[src/rtl/wb_stage.sv]
// Writeback stage of the 16-bit SIMPLE datapath: register-file write strobe,
// architectural flags, OUT port handshake, HLT handling and a retire counter.
module wb_stage #(
  parameter int         RF_AW  = 3,
  parameter logic [3:0] HLT_OP = 4'd15
) (
  input  logic             clk,
  input  logic             rst_n,
  input  logic             in_valid,
  output logic             in_ready,
  input  logic [3:0]       opcode,
  input  logic [16:0]      alu_result,
  input  logic             alu_s,
  input  logic             alu_z,
  input  logic             alu_c,
  input  logic             alu_v,
  input  logic [RF_AW-1:0] rd,
  input  logic             wb_en,
  input  logic             flag_en,
  input  logic             out_en,
  output logic             rf_we,
  output logic [RF_AW-1:0] rf_waddr,
  output logic [15:0]      rf_wdata,
  output logic [3:0]       flags,
  output logic [15:0]      out_data,
  output logic             out_valid,
  input  logic             out_ack,
  output logic             halted,
  output logic [15:0]      retire_count
);

  localparam logic [1:0] RUN      = 2'd0;
  localparam logic [1:0] OUT_WAIT = 2'd1;
  localparam logic [1:0] HALT     = 2'd2;

  logic [1:0] state;
  logic       accept;
  logic       is_hlt;
  logic       unused_result_msb;

  assign accept            = in_valid && in_ready;
  assign is_hlt            = (opcode == HLT_OP);
  assign unused_result_msb = alu_result[16];

  // in_ready is registered, so it first rises one edge after reset release.
  always_ff @(posedge clk or negedge rst_n) begin
    if (!rst_n) begin
      state        <= RUN;
      in_ready     <= 1'b0;
      rf_we        <= 1'b0;
      rf_waddr     <= '0;
      rf_wdata     <= 16'h0000;
      flags        <= 4'b0000;
      out_data     <= 16'h0000;
      out_valid    <= 1'b0;
      halted       <= 1'b0;
      retire_count <= 16'h0000;
    end else begin
      rf_we <= 1'b0;
      case (state)
        RUN: begin
          in_ready <= 1'b1;
          if (accept) begin
            retire_count <= retire_count + 16'd1;
            rf_waddr     <= rd;
            rf_wdata     <= alu_result[15:0];
            // HLT ignores the write, flag and OUT enables of its own instruction.
            if (is_hlt) begin
              state    <= HALT;
              halted   <= 1'b1;
              in_ready <= 1'b0;
            end else begin
              rf_we <= wb_en;
              if (flag_en) begin
                flags <= {alu_s, alu_z, alu_c, alu_v};
              end
              if (out_en) begin
                out_data  <= alu_result[15:0];
                out_valid <= 1'b1;
                in_ready  <= 1'b0;
                state     <= OUT_WAIT;
              end
            end
          end
        end
        OUT_WAIT: begin
          if (out_ack) begin
            out_valid <= 1'b0;
            in_ready  <= 1'b1;
            state     <= RUN;
          end
        end
        HALT: begin
          in_ready <= 1'b0;
        end
        default: begin
          state    <= RUN;
          in_ready <= 1'b0;
        end
      endcase
    end
  end

endmodule
[config.mk]
export PLATFORM = sky130hd
export DESIGN_NAME = wb_stage
export DESIGN_NICKNAME = d
export VERILOG_FILES = /design/src/rtl/wb_stage.sv
export SDC_FILE = /design/constraint.sdc
export NUM_CORES = 1
export LEC_CHECK = 0
export ABC_AREA = 1
export BUFFER_PORTS_ARGS = -buffer_cell sky130_fd_sc_hd__clkbuf_2
export CAP_MARGIN = 0
export CORE_ASPECT_RATIO = 1.75
export CORE_MARGIN = 1.5
export CORE_UTILIZATION = 53
export DETAILED_ROUTE_END_ITERATION = 16
export GPL_ROUTABILITY_DRIVEN = 0
export GPL_TIMING_DRIVEN = 0
export PLACE_DENSITY = 0.85
export SETUP_SLACK_MARGIN = 0.1
export SYNTH_ARGS = -nofsm -noshare
export SYNTH_HDL_FRONTEND = slang
export SYNTH_SLANG_ARGS = --single-unit
[constraint.sdc]
create_clock -name clk -period 3.4 [get_ports clk]
set_input_delay 0.34 -clock clk [delete_from_list [all_inputs] [get_ports clk]]
set_output_delay 0.34 -clock clk [all_outputs]
set_load 0.02 [all_outputs]
# --- After elaboration in Yosys (flattened, before gate mapping) ---
# Cells that the tools add are included.
word_totals:
  reg_bits: 61
  input_bits: 35
  output_inout_bits: 59
  word_cells: 48
classes:
  n_addsub: 1
  eq_ne: 8
  muxes: 18
  bitwise_logic: 2
  n_reduce_logical: 9
op_table:
  columns: ["cell", "count"]
  rows:
  - ["16-bit by 1-bit adder with 16-bit output (second input constant)", 1]
  - ["4-bit AND reduction", 3]
  - ["1-bit 2-to-1 mux", 11]
  - ["2-bit 2-to-1 mux", 4]
  - ["2-bit != test (second input constant)", 4]
  - ["2-bit one-hot mux with 3 select lines", 1]
  - ["5-bit AND reduction", 1]
  - ["4-bit equality test (second input constant)", 1]
  - ["1-bit one-hot mux with 2 select lines", 2]
  - ["3-bit != test (second input constant)", 1]
  - ["3-bit AND reduction", 1]
  - ["2-bit by 1-bit equality test with 1-bit output (second input constant)", 1]
  - ["2-bit equality test (second input constant)", 1]
  - ["2-bit zero test", 1]
  - ["1-bit NOT", 2]
  - ["2-bit AND reduction", 1]
  - ["2-bit nonzero test", 1]
  - ["1-bit logical AND", 1]

# --- Logic depth before layout (Yosys ltp) ---
logic_depth:
  ltp_word: 4
  depth_mapped: 9

# --- Least setup slack after synthesis ---
# OpenSTA, ideal clock, no wires.
synth_path:
  path_type: "reg2reg"
  startpoint: "reg retire_count[0]"
  endpoint: "reg retire_count[10]"
  arrival_ps: 1268
  setup_slack_ps: 2000
  stages_incl_launch_ff: 6
  path_cell_list: "dfrtp_1 -> ha_1 -> nand3_1 -> nor3_2 -> nand2_1 -> xnor2_1"
synth_via:
  elab_chain_cells: 1
synth_rtl:
  columns: ["item", "line_no", "text"]
  rows:
  - ["start: declaration", "29", "output logic [15:0] retire_count"]
  - ["start signal: assignment", "64", "retire_count <= retire_count + 16'd1;"]
  - ["16-bit by 1-bit adder with 16-bit output", "64", null]
# No other way between the ends.
# A chain may end at the register's enable or synchronous reset.

# --- Worst setup path in the final report ---
layout_path:
  startpoint: "reg retire_count[0]"
  endpoint: "reg retire_count[8]"
# Same word-level chain as after synthesis.

==> qor.txt <==
pre-CTS setup slack -> 1.91 ns
PostCTS Resize Cnt -> 0
DIE AREA -> 5290 um2
CTS clk-pin slew, worst paths -> 0.07 ns
ANT cells -> 0
largest net degree at the start of global routing -> 62
first-pass GRT wire length -> 9650 um
internal power -> 1.88 mW
DRT iter0 DRCs -> 125
final layout net count -> 416
Cells after Synth -> 277
CTS buffer count -> 9
CP endpoint kind -> flop
WP data required -> 3.62 ns
DP HPWL -> 4400 um
vias in the first global route -> 2228
syn avg cell area -> 9.27 um2
cts hold-fix bufs -> 0
layout cells sized above 1 -> 0.340
VDD IR max -> 0.624 mV
routed vias -> 2244
RSZ-0062 raised after global routing -> false
Reg power frac -> 0.380
most common cell in the netlist -> nand2_1
switching share of power -> 0.394
Main synth FF type -> dfrtp_1
Worst setup SP type -> flop
Tot GR Track Use -> 0.242
cells along the critical path -> ha_1 -> nand3_1 -> nor3_2 -> nand2_1 -> xnor2_1
worst clock skew -> 0.00380 ns
max_slew headroom -> 0.457
CTS HTree Levels -> 3
sequential-to-total area share from yosys stat -> 0.595
Syn-to-layout area delta -> 30.2%
Antenna Nets Post-Route -> 0
Clock Path Buffers -> 2
Final Max Tran Viols -> 0
drt drc -> 0
port bufs -> 92
area leader, netlist -> dfrtp_1
global routing usage on met3 -> 0.0488
core area -> 4670 um2
Clock Latency Late Sink -> 0.33 ns
Static Leak -> 1.85 nW
# IOs -> 94
Vias/cell -> 5.14
crit path kind -> reg -> reg
CP max FO -> 4
CTS tree -> done
drt wl/cell -> 13.8 um
Worst Tran Pin Value -> 0.814 ns
setup TNS -> 0 ns
Yosys warning count -> 0
status -> complete, no violations
fmax -> 682 MHz
DRT Pass-1 Iters -> 4
Final min period -> 1.47 ns
Crit path largest cell delay -> 0.43 ns
Post-synth EDFFs -> 0
Root Buffer -> clkbuf_8
area share of the largest cell type after synthesis -> 0.595
Pwr Density -> 929 nW/um2
Logic pwr share -> 0.367
synthesized cell area -> 2570 um2
Setup Viol. Count Final -> 0
initial antenna violation count -> 0
drt total wl -> 6010 um
Overflow after GRT -> 0
routing usage on met1 -> 0.255
Setup WS post-layout -> 1.93 ns
DIE WIDTH -> 55.6 um
CP Launch Point -> retire_count[0]
Die Y -> 95.1 um
postcts setup bufs -> 0
Synth top cells by count -> nand2_1, dfrtp_1, inv_1, o21ai_1
Final Hold Fails -> 0
Cell Rows -> 33
Num Clock Sinks -> 61
CP max-delay cell -> dfrtp_1
total of max-cap violations -> 0
CP Data Arrival Time -> 1.68 ns
Clock power frac -> 0.253
asr flop ratio synth -> 1.00
syn_nets -> 313
R2R Path Start -> retire_count[0]
ranking of synthesized cells by area -> dfrtp_1, nand2_1, o21ai_1
Initial Utilization -> 0.550
Yosys reg bits -> 61
routing usage on met2 -> 0.445
Cell variety after synth -> 26
Net Sw Power -> 1.22 mW
final worst path period share -> 0.431
Top Usage Layer GRT -> met2
HP Class -> in -> async
==> state kept, by name, summed over array words and instances, names as in the netlist, 2 cells and up <==
| name | flops |
|---|---|
| retire_count | 16 |
| out_data | 16 |
| rf_wdata | 16 |
| flags | 4 |
| state | 2 |
| rf_waddr | 3 |
==> metal layers <==
layer	up-vias	wire [um]
met1	1067	2210
met5	-	0
met2	84	3380
li1	1077	-
met4	0	161
met3	16	258
==> placed cells by master, fill, tap and decap left out, types with 2 or more instances in the layout <==
master	synthesis	routed
a21oi_1	2	2
buf_2	3	3
buf_4	2	2
bufinv_16	0	3
clkbuf_1	2	2
clkbuf_2	0	91
clkbuf_8	0	10
clkinvlp_4	0	2
dfrtp_1	61	61
inv_1	31	31
inv_2	5	5
nand2_1	82	82
nand2_2	2	2
nand3_1	6	6
nand3_2	2	2
nand3b_1	2	2
nand4_1	4	4
nor2_1	11	11
nor2_2	3	3
nor2_4	2	2
nor3_1	2	2
nor3_2	2	2
o21ai_0	11	11
o21ai_1	27	27
xnor2_1	4	4
xor2_1	7	7
==> worst paths after layout <==
path,to,slack (ns),cells past startpoint
max,retire_count[8],1.93,5
min,retire_count[6],0.11,1
max reg2reg,retire_count[8],1.93,5
min reg2reg,halted,0.47,2
max in group asynchronous,out_data[0],2.75,1
min in group clk,rf_waddr[2],0.20,3
==> cell families (layout without fill, tap and decap cells) <==
logic type,after synthesis,count (layout),share of synthesized area
AOI/OAI and AO/OA,41,41,0.0809
xor gates and xnor gates,11,11,0.0375
adders and majority gates,1,1,0.00487
buffers and inverters,44,152,0.0716
DFF,61,61,0.595
and+or+nand+nor,119,119,0.211
==> layout make-up <==
class,instances,area [um2]
Buffer,8,48.8
Clock buffer,10,138
Clock inverter,6,110
Fill cell,387,1320
Inverter,36,135
Multi-Input combinational cell,172,857
Sequential cell,61,1530
Tap cell,52,65.1
Timing Repair Buffer,92,463
==> metrics by stage <==
stage / hold slack, ns / total power [mW] / area, um2 / instances / utilization
after floorplan: 0.0444 / 1.90 / 2570 / 277 / -
after global placement: 0.456 / 2.30 / 3090 / 421 / 0.663
after detailed placement: 0.461 / 2.34 / 3100 / 421 / 0.663
after CTS: 0.140 / 3.14 / 3340 / 437 / 0.717
after global routing: 0.175 / 3.30 / 3340 / 437 / 0.717
final: 0.112 / 3.10 / 3340 / 437 / 0.717
==> power by group through the flow <==
stage               logic (mW)  clock network, mW  registers (mW)
floorplan                0.412                  0            1.49
global placement          1.12                  0            1.18
detailed placement        1.16                  0            1.18
CTS                       1.16              0.804            1.18
global route              1.25              0.833            1.21
finish                    1.14              0.786            1.18
==> critical path, delay by kind of cell, from the launching register on <==
family        cells  cell delay, ns
xor+xnor          1            0.14
fa+ha+maj         1            0.21
flops             1            0.43
simple gates      3            0.57
(Power assumes the default switching activity.)
